--- src/rtl/lsu_pkg.sv ---
// lsu_pkg -- shared definitions for the load/store unit.
//   SIZE_*               access-size encoding (same as the decoder's
//                        mux_load_byte_half_word select)
//   lsu_state_e          FSM state encoding
//   TIMEOUT_CYC_DEFAULT  default bound on an unacknowledged mem_req
//   start_is_bad()       request legality check done in IDLE
package lsu_pkg;

    localparam logic [1:0] SIZE_BYTE = 2'b00;
    localparam logic [1:0] SIZE_HALF = 2'b01;
    localparam logic [1:0] SIZE_WORD = 2'b10;
    localparam logic [1:0] SIZE_ILL  = 2'b11;

    localparam int unsigned TIMEOUT_CYC_DEFAULT = 255;

    typedef enum logic [2:0] {
        IDLE  = 3'd0,
        RD    = 3'd1,
        MERGE = 3'd2,
        WR    = 3'd3,
        FIN   = 3'd4
    } lsu_state_e;

    // A request is rejected without touching memory when the op is
    // ambiguous (both or neither of read/write), the size is the
    // reserved code, or the address is not naturally aligned.
    function automatic logic start_is_bad(input logic       rd,
                                          input logic       wr,
                                          input logic [1:0] sz,
                                          input logic [1:0] lo);
        logic bad;
        bad = (rd == wr) || (sz == SIZE_ILL);
        if (sz == SIZE_HALF && lo[0])
            bad = 1'b1;
        if (sz == SIZE_WORD && lo != 2'b00)
            bad = 1'b1;
        return bad;
    endfunction

endpackage

--- src/rtl/lsu_lane_mux.sv ---
// lsu_lane_mux -- byte-lane steering for the load/store unit (pure
// combinational, little-endian lanes).
//   word_i      memory word being read or modified
//   addr_lo     byte offset within the word
//   size        SIZE_BYTE / SIZE_HALF / SIZE_WORD
//   store_data  store data; only the low byte/half is used for sub-word
//   load_val    addressed lane of word_i, zero-extended
//   merged      word_i with the addressed lane replaced by store_data
module lsu_lane_mux
    import lsu_pkg::*;
(
    input  logic [31:0] word_i,
    input  logic [1:0]  addr_lo,
    input  logic [1:0]  size,
    input  logic [31:0] store_data,
    output logic [31:0] load_val,
    output logic [31:0] merged
);

    always_comb begin
        // NOTE: every output gets a default before the case, so no path
        // through this block can leave an inferred latch behind.
        load_val = 32'h0;
        merged   = word_i;
        case (size)
            SIZE_BYTE: begin
                load_val[7:0]                       = word_i[{addr_lo, 3'b000} +: 8];
                merged[{addr_lo, 3'b000} +: 8]      = store_data[7:0];
            end
            SIZE_HALF: begin
                load_val[15:0]                      = word_i[{addr_lo[1], 4'b0000} +: 16];
                merged[{addr_lo[1], 4'b0000} +: 16] = store_data[15:0];
            end
            default: begin
                load_val = word_i;
                merged   = store_data;
            end
        endcase
    end

endmodule

--- src/rtl/load_store_unit.sv ---
// load_store_unit -- multi-cycle data-memory access engine.
// Loads (LBU/LHU/LW, zero-extended) and stores (SB/SH/SW) against a
// word-addressed memory with a req/ack handshake. Sub-word stores are
// done as read / merge / write.
//   clk, rst       clock, synchronous active-high reset
//   start          one-cycle request strobe, accepted in IDLE only
//   read_mem,
//   write_mem      decoder op controls (exactly one must be set)
//   size, addr     access size and byte address
//   wdata          store data
//   busy           high from the cycle after start until done
//   done, err      one-cycle completion pulse and its error flag
//   rdata          zero-extended load result, held until next done
//   mem_req/we     memory request and write enable
//   mem_addr       word-aligned address
//   mem_wdata      full-word write data
//   mem_ack        one-cycle acknowledge (read data valid with it)
//   mem_rdata      memory read word
module load_store_unit
    import lsu_pkg::*;
#(
    parameter int unsigned TIMEOUT_CYC = TIMEOUT_CYC_DEFAULT
) (
    input  logic        clk,
    input  logic        rst,
    input  logic        start,
    input  logic        read_mem,
    input  logic        write_mem,
    input  logic [1:0]  size,
    input  logic [31:0] addr,
    input  logic [31:0] wdata,
    output logic        busy,
    output logic        done,
    output logic        err,
    output logic [31:0] rdata,
    output logic        mem_req,
    output logic        mem_we,
    output logic [31:0] mem_addr,
    output logic [31:0] mem_wdata,
    input  logic        mem_ack,
    input  logic [31:0] mem_rdata
);

    localparam int CNT_W = (TIMEOUT_CYC > 1) ? $clog2(TIMEOUT_CYC + 1) : 1;

    lsu_state_e       state_q,     state_d;
    logic             busy_q,      busy_d;
    logic             done_q,      done_d;
    logic             err_q,       err_d;
    logic [31:0]      rdata_q,     rdata_d;
    logic             mem_req_q,   mem_req_d;
    logic             mem_we_q,    mem_we_d;
    logic [31:0]      mem_addr_q,  mem_addr_d;
    logic [31:0]      mem_wdata_q, mem_wdata_d;
    logic [CNT_W-1:0] tmo_cnt_q,   tmo_cnt_d;
    logic [1:0]       addr_lo_q,   addr_lo_d;
    logic [1:0]       size_q,      size_d;
    logic [31:0]      wdata_q,     wdata_d;
    logic             is_load_q,   is_load_d;
    logic             err_pend_q,  err_pend_d;
    // Holds the extracted load value, or the captured memory word while
    // a sub-word store waits for its merge.
    logic [31:0]      word_q,      word_d;

    logic        ack;
    logic        tmo_hit;
    logic [31:0] lane_word;
    logic [31:0] lane_load;
    logic [31:0] lane_merged;

    // An ack outside a request phase is meaningless and must not move
    // the FSM.
    assign ack = mem_req_q & mem_ack;

    // The counter holds the number of unacknowledged cycles already
    // spent; the current cycle is the last allowed one when +1 reaches
    // the limit.
    assign tmo_hit = (TIMEOUT_CYC != 0) && ((32'(tmo_cnt_q) + 32'd1) == TIMEOUT_CYC);

    // RD extracts from the live bus word; MERGE modifies the captured one.
    assign lane_word = (state_q == MERGE) ? word_q : mem_rdata;

    lsu_lane_mux u_lane_mux (
        .word_i     (lane_word),
        .addr_lo    (addr_lo_q),
        .size       (size_q),
        .store_data (wdata_q),
        .load_val   (lane_load),
        .merged     (lane_merged)
    );

    always_comb begin
        state_d     = state_q;
        done_d      = 1'b0;
        err_d       = 1'b0;
        rdata_d     = rdata_q;
        mem_addr_d  = mem_addr_q;
        mem_wdata_d = mem_wdata_q;
        tmo_cnt_d   = tmo_cnt_q;
        addr_lo_d   = addr_lo_q;
        size_d      = size_q;
        wdata_d     = wdata_q;
        is_load_d   = is_load_q;
        err_pend_d  = err_pend_q;
        word_d      = word_q;

        case (state_q)
            IDLE: begin
                if (start) begin
                    if (start_is_bad(read_mem, write_mem, size, addr[1:0])) begin
                        err_pend_d = 1'b1;
                        state_d    = FIN;
                    end else begin
                        err_pend_d = 1'b0;
                        addr_lo_d  = addr[1:0];
                        size_d     = size;
                        wdata_d    = wdata;
                        is_load_d  = read_mem;
                        mem_addr_d = {addr[31:2], 2'b00};
                        if (read_mem) begin
                            state_d = RD;
                        end else if (size == SIZE_WORD) begin
                            mem_wdata_d = wdata;
                            state_d     = WR;
                        end else begin
                            state_d = RD;
                        end
                    end
                end
            end

            RD: begin
                if (ack) begin
                    if (is_load_q) begin
                        word_d  = lane_load;
                        state_d = FIN;
                    end else begin
                        word_d  = mem_rdata;
                        state_d = MERGE;
                    end
                end else if (tmo_hit) begin
                    err_pend_d = 1'b1;
                    state_d    = FIN;
                end else if (TIMEOUT_CYC != 0) begin
                    tmo_cnt_d = tmo_cnt_q + CNT_W'(1);
                end
            end

            MERGE: begin
                mem_wdata_d = lane_merged;
                state_d     = WR;
            end

            WR: begin
                if (ack) begin
                    state_d = FIN;
                end else if (tmo_hit) begin
                    err_pend_d = 1'b1;
                    state_d    = FIN;
                end else if (TIMEOUT_CYC != 0) begin
                    tmo_cnt_d = tmo_cnt_q + CNT_W'(1);
                end
            end

            FIN: begin
                // Registered completion: done/err/rdata change together on
                // the edge that returns to IDLE. A failed access keeps the
                // previous load result.
                done_d = 1'b1;
                err_d  = err_pend_q;
                if (is_load_q && !err_pend_q)
                    rdata_d = word_q;
                state_d = IDLE;
            end

            default: state_d = IDLE;
        endcase

        // Each request phase gets a fresh timeout budget.
        if ((state_d == RD || state_d == WR) && state_d != state_q)
            tmo_cnt_d = '0;

        // Bus controls are registered straight from the next state, so
        // mem_req drops on the same edge that samples the ack.
        mem_req_d = (state_d == RD) || (state_d == WR);
        mem_we_d  = (state_d == WR);
        busy_d    = (state_d != IDLE);
    end

    // NOTE: sequential state uses non-blocking assignments so every flop
    // samples the pre-edge value of every other flop.
    always_ff @(posedge clk) begin
        if (rst) begin
            state_q     <= IDLE;
            busy_q      <= 1'b0;
            done_q      <= 1'b0;
            err_q       <= 1'b0;
            rdata_q     <= 32'h0;
            mem_req_q   <= 1'b0;
            mem_we_q    <= 1'b0;
            mem_addr_q  <= 32'h0;
            mem_wdata_q <= 32'h0;
            tmo_cnt_q   <= '0;
            addr_lo_q   <= 2'b00;
            size_q      <= SIZE_BYTE;
            wdata_q     <= 32'h0;
            is_load_q   <= 1'b0;
            err_pend_q  <= 1'b0;
            word_q      <= 32'h0;
        end else begin
            state_q     <= state_d;
            busy_q      <= busy_d;
            done_q      <= done_d;
            err_q       <= err_d;
            rdata_q     <= rdata_d;
            mem_req_q   <= mem_req_d;
            mem_we_q    <= mem_we_d;
            mem_addr_q  <= mem_addr_d;
            mem_wdata_q <= mem_wdata_d;
            tmo_cnt_q   <= tmo_cnt_d;
            addr_lo_q   <= addr_lo_d;
            size_q      <= size_d;
            wdata_q     <= wdata_d;
            is_load_q   <= is_load_d;
            err_pend_q  <= err_pend_d;
            word_q      <= word_d;
        end
    end

    assign busy      = busy_q;
    assign done      = done_q;
    assign err       = err_q;
    assign rdata     = rdata_q;
    assign mem_req   = mem_req_q;
    assign mem_we    = mem_we_q;
    assign mem_addr  = mem_addr_q;
    assign mem_wdata = mem_wdata_q;

endmodule

--- config.mk ---
export PLATFORM = sky130hd
export DESIGN_NAME = load_store_unit
export DESIGN_NICKNAME = d
export VERILOG_FILES = /design/src/rtl/lsu_pkg.sv /design/src/rtl/lsu_lane_mux.sv /design/src/rtl/load_store_unit.sv
export SDC_FILE = /design/constraint.sdc
export NUM_CORES = 1
export LEC_CHECK = 0
export CAP_MARGIN = 20
export CORE_ASPECT_RATIO = 1.5
export CORE_UTILIZATION = 45
export DETAILED_ROUTE_END_ITERATION = 7
export PLACE_DENSITY_LB_ADDON = 0.3
export SLEW_MARGIN = 20
export SYNTH_ARGS = -nofsm -noshare
export SYNTH_HDL_FRONTEND = slang
export SYNTH_HIERARCHICAL = 1
export SYNTH_SLANG_ARGS = --single-unit
--- constraint.sdc ---
create_clock -name clk -period 4.6 [get_ports clk]
set_input_delay 0.92 -clock clk [delete_from_list [all_inputs] [get_ports clk]]
set_output_delay 0.92 -clock clk [all_outputs]
set_load 0.02 [all_outputs]
==> impl_metrics.tcl <==
set metrics [dict create \
    status "completed" \
    wire_length_of_the_first_global_routing_pass_um 40260 \
    final_cell_count_no_fill 1486 \
    cts.sink_count 180 \
    critical_path_depth 7 \
    area_share_of_the_largest_cell_type_after_synthesis_pct 39.46 \
    track_usage_pct 24.45 \
    post_synth_instance_area_um2 9131 \
    design.core.area_um2 19860 \
    grt_max_degree 88 \
    worstPathMaxFanout 39 \
    grt_antenna_before_repair 1 \
    post-dp-hpwl_um 18220 \
    sw_pwr_mw 0.9169 \
    worst_ir_drop_vdd_v 0.0002064 \
    pwr-share-seq_pct 45.5 \
    setup_viol_count_final 0 \
    floorplan.initialDensity_pct 45.97 \
    final_min_period_over_clock_period_pct 64.98 \
    largest_buffer_count_on_any_clock_path 2 \
    grt_setup_unrepaired "false" \
    setup_slack_ns 1.611 \
    synth_enable_flop_cells 0 \
    placement.setup.worst_slack_ns 1.314 \
    post_synth.cell_area_avg_um2 8.558 \
    timing.max_slew.rel_slack_pct 32.83 \
    cp_common_cell "mux2_2" \
    wl_per_cell_um 17.16 \
    post_synth_num_cell_types 62 \
    tritoncts "yes" \
    design.die.area_um2 20880 \
    post-route-min-period_ns 2.989 \
    p_clk_share_pct 40.9 \
    rr_worst_depth 7 \
    synth_most_common_cell "nand2_1" \
    critPathCaptureType "flop" \
    wl_met2_um 12560 \
    leading_cell_types_by_total_area_after_synthesis "dfxtp_1, nand2_1, mux2i_1, a21oi_1, mux2_2" \
    drt_first_pass_iters 5 \
    hold_violations 0 \
    cts_hold_buffers 0 \
    numPlacedInstances 1453 \
    drt_first_iter_violations 607 \
    final.setup_skew_ns 0.01082 \
    crit-reg2reg-capture "mem_wdata[26]" \
    via_count 8139 \
    post_route_setup_tns_ns 0 \
    highest_signal_layer "met4" \
    clk_root_buffer_cell "clkbuf_16" \
    worst-r2r-setup-slack_ns 1.61 \
    synth_commonest_cells "nand2_1, dfxtp_1, a21oi_1" \
    synth_ff_type "dfxtp_1" \
    leakagePower_nw 3.735 \
    synth.largest_area_cell "dfxtp_1" \
    detail_route.wirelength_um 25490 \
    rr_startpoint "state_q[1]" \
    critical_path.max_stage_delay_ns 0.90 \
    maxCapViolCount 0 \
    hold_path.class "flop to flop" \
    detailroute.wirelength.met3_um 1101 \
    critical-path-slowest-cell "and2_2" \
    cts_inserted_buffers 17 \
    post_cts.repair.setup_buffers 0 \
    timing.critical_path.arrival_ns 3.26 \
    endpoint "mem_wdata[26]" \
    synth.ff_latch_count 180 \
    dieWidth_um 118.3 \
    rows 63 \
    power.switching_fraction_pct 25.69 \
    final_weighted_congestion_of_routability_driven_global_placement 0.9266 \
    fmaxAchievable_mhz 334.5 \
    worst_slew_pin_slew_ns 1.008 \
    critical_path.cell_chain "and2_2, mux2_2, mux2_2, o22ai_1, a21oi_1, mux2i_1, a211oi_2" \
    clk_latency_ns 0.44 \
    io_buffer_count 202 \
    setup.worst_path.class "flop to flop" \
    power.density_nw_per_um2 305.2 \
    worst_setup_path_start_kind "flop" \
    int_power_mw 2.652 \
    detail_route.drc_violations 0 \
    worst-path-buf-inv 0 \
    clk_transition_reported_paths_ns 0.06 \
    ctsResizeCount 0 \
    cts.htree.levels 4 \
    critical-path-top-delay-family "multiplexers" \
    share_comb_of_total_power_pct 13.6 \
    asyncSetResetFlopFracSynth_pct 0 \
    die-height_um 176.5 \
    m1WireLength_um 10890 \
    detail_route.vias_per_cell 5.477 \
    detail-route-antenna-nets 0 \
    ios 205 \
    number_of_global_route_vias_before_repair 7578 \
    layout-area-overhead-vs-synth_pct 28.09 \
    synth_warnings 6 \
    launch_point_of_the_critical_path "state_q[1]" \
    fraction_of_final_layout_cells_with_drive_strength_greater_than_1_pct 10.94 \
    slew_violations 0 \
    worstPathRequired_ns 4.88 \
    num-nets-final 1323 \
    overflow 0 \
    syn-instance-count 1067 \
    synth-seq-area-share_pct 39.46 \
]
logic make-up after synthesis:
logic type	after synthesis	share of synthesized area (%)
simple gates	385	18.51
compound gates	263	20.53
flops	180	39.46
mux	120	13.70
buf+inv	101	5.837
xor+xnor	10	0.9592
fa+ha+maj	7	0.9591
other cells	1	0.04107
cell usage in the layout, fill, tap and decap left out, drive strengths merged, types with 3 or more instances in the layout:
cell type,netlist,final
nand3,8,8
nand4,6,6
nor3,8,8
o21ai,21,21
ha,7,7
xor2,8,8
clkinv,0,5
or2,4,4
o22ai,9,9
and2,18,18
a221o,16,16
mux2i,80,80
a211oi,67,67
clkdlybuf4s50,0,201
a21oi,117,117
and3,4,4
dfxtp,180,180
buf,50,11
nand2,222,222
clkinvlp,0,3
clkbuf,37,21
inv,14,15
mux2,40,40
nor2b,5,5
o221ai,8,8
nor2,95,95
a22o,18,18
area by class of cell:
type | count | area, µm²
diodes | 1 | 2.502
clock buffers | 21 | 460.4
clock inverters | 11 | 127.6
fillers | 1822 | 8168
inverters | 14 | 52.55
multi-input cells | 787 | 5012
flip-flops and latches | 180 | 3605
well taps | 260 | 325.3
repair buffers | 212 | 2111
routing by layer:
layer | global-route usage, % | vias up
met4 | 11.43 | 0
li1 | - | 4035
met5 | 0 | -
met2 | 41.30 | 235
met1 | 30.27 | 3811
met3 | 4.102 | 58
how the worst min path moves through the flow:
| stage | from | endpoint | slack, ns | depth (start not counted) |
|---|---|---|---|---|
| 6_report | rdata[7] | rdata[7] | 0.45 | 2 |
| 5_1_grt | rdata[7] | rdata[7] | 0.47 | 2 |
| 4_1_cts | mem_addr[5] | mem_addr[5] | 0.46 | 2 |
| 3_5_place_dp | wdata_q[22] | wdata_q[22] | 0.45 | 2 |
| 3_3_place_gp | mem_addr[18] | mem_addr[18] | 0.44 | 2 |
| 2_1_floorplan | wdata_q[24] | wdata_q[24] | 0.44 | 2 |
sequential cells by signal (all words and copies together) (netlist names), 2 cells and up:
| signal | cells |
|---|---|
| tmo_cnt_q | 8 |
| word_q | 32 |
| size_q | 2 |
| mem_wdata | 32 |
| state_q | 3 |
| rdata | 32 |
| wdata_q | 32 |
| addr_lo_q | 2 |
| mem_addr | 30 |
per-stage QoR:
stage | cell area [µm²] | hold WS [ns] | utilization, % | total power, mW
3_5_place_dp | 11110 | 0.4468 | 55.91 | 2.140
3_3_place_gp | 11110 | 0.4407 | 55.91 | 2.136
5_1_grt | 11700 | 0.4730 | 58.88 | 3.705
6_report | 11700 | 0.4518 | 58.88 | 3.569
4_1_cts | 11690 | 0.4551 | 58.87 | 3.592
2_1_floorplan | 9135 | 0.4362 | - | 1.935
power groups by stage:
stage | clock network (mW) | registers (mW) | logic (mW)
floorplan | 0 | 1.67 | 0.266
global route | 1.56 | 1.63 | 0.521
finish | 1.46 | 1.62 | 0.487
detailed placement | 0 | 1.66 | 0.482
CTS | 1.48 | 1.62 | 0.484
global placement | 0 | 1.66 | 0.478
worst min-delay path, cell delays in order (launching register included):
cell and delay (ns):
dfxtp_1 0.31, nand2_1 0.05, a21oi_1 0.05
Power figures use the tool's default switching activity.
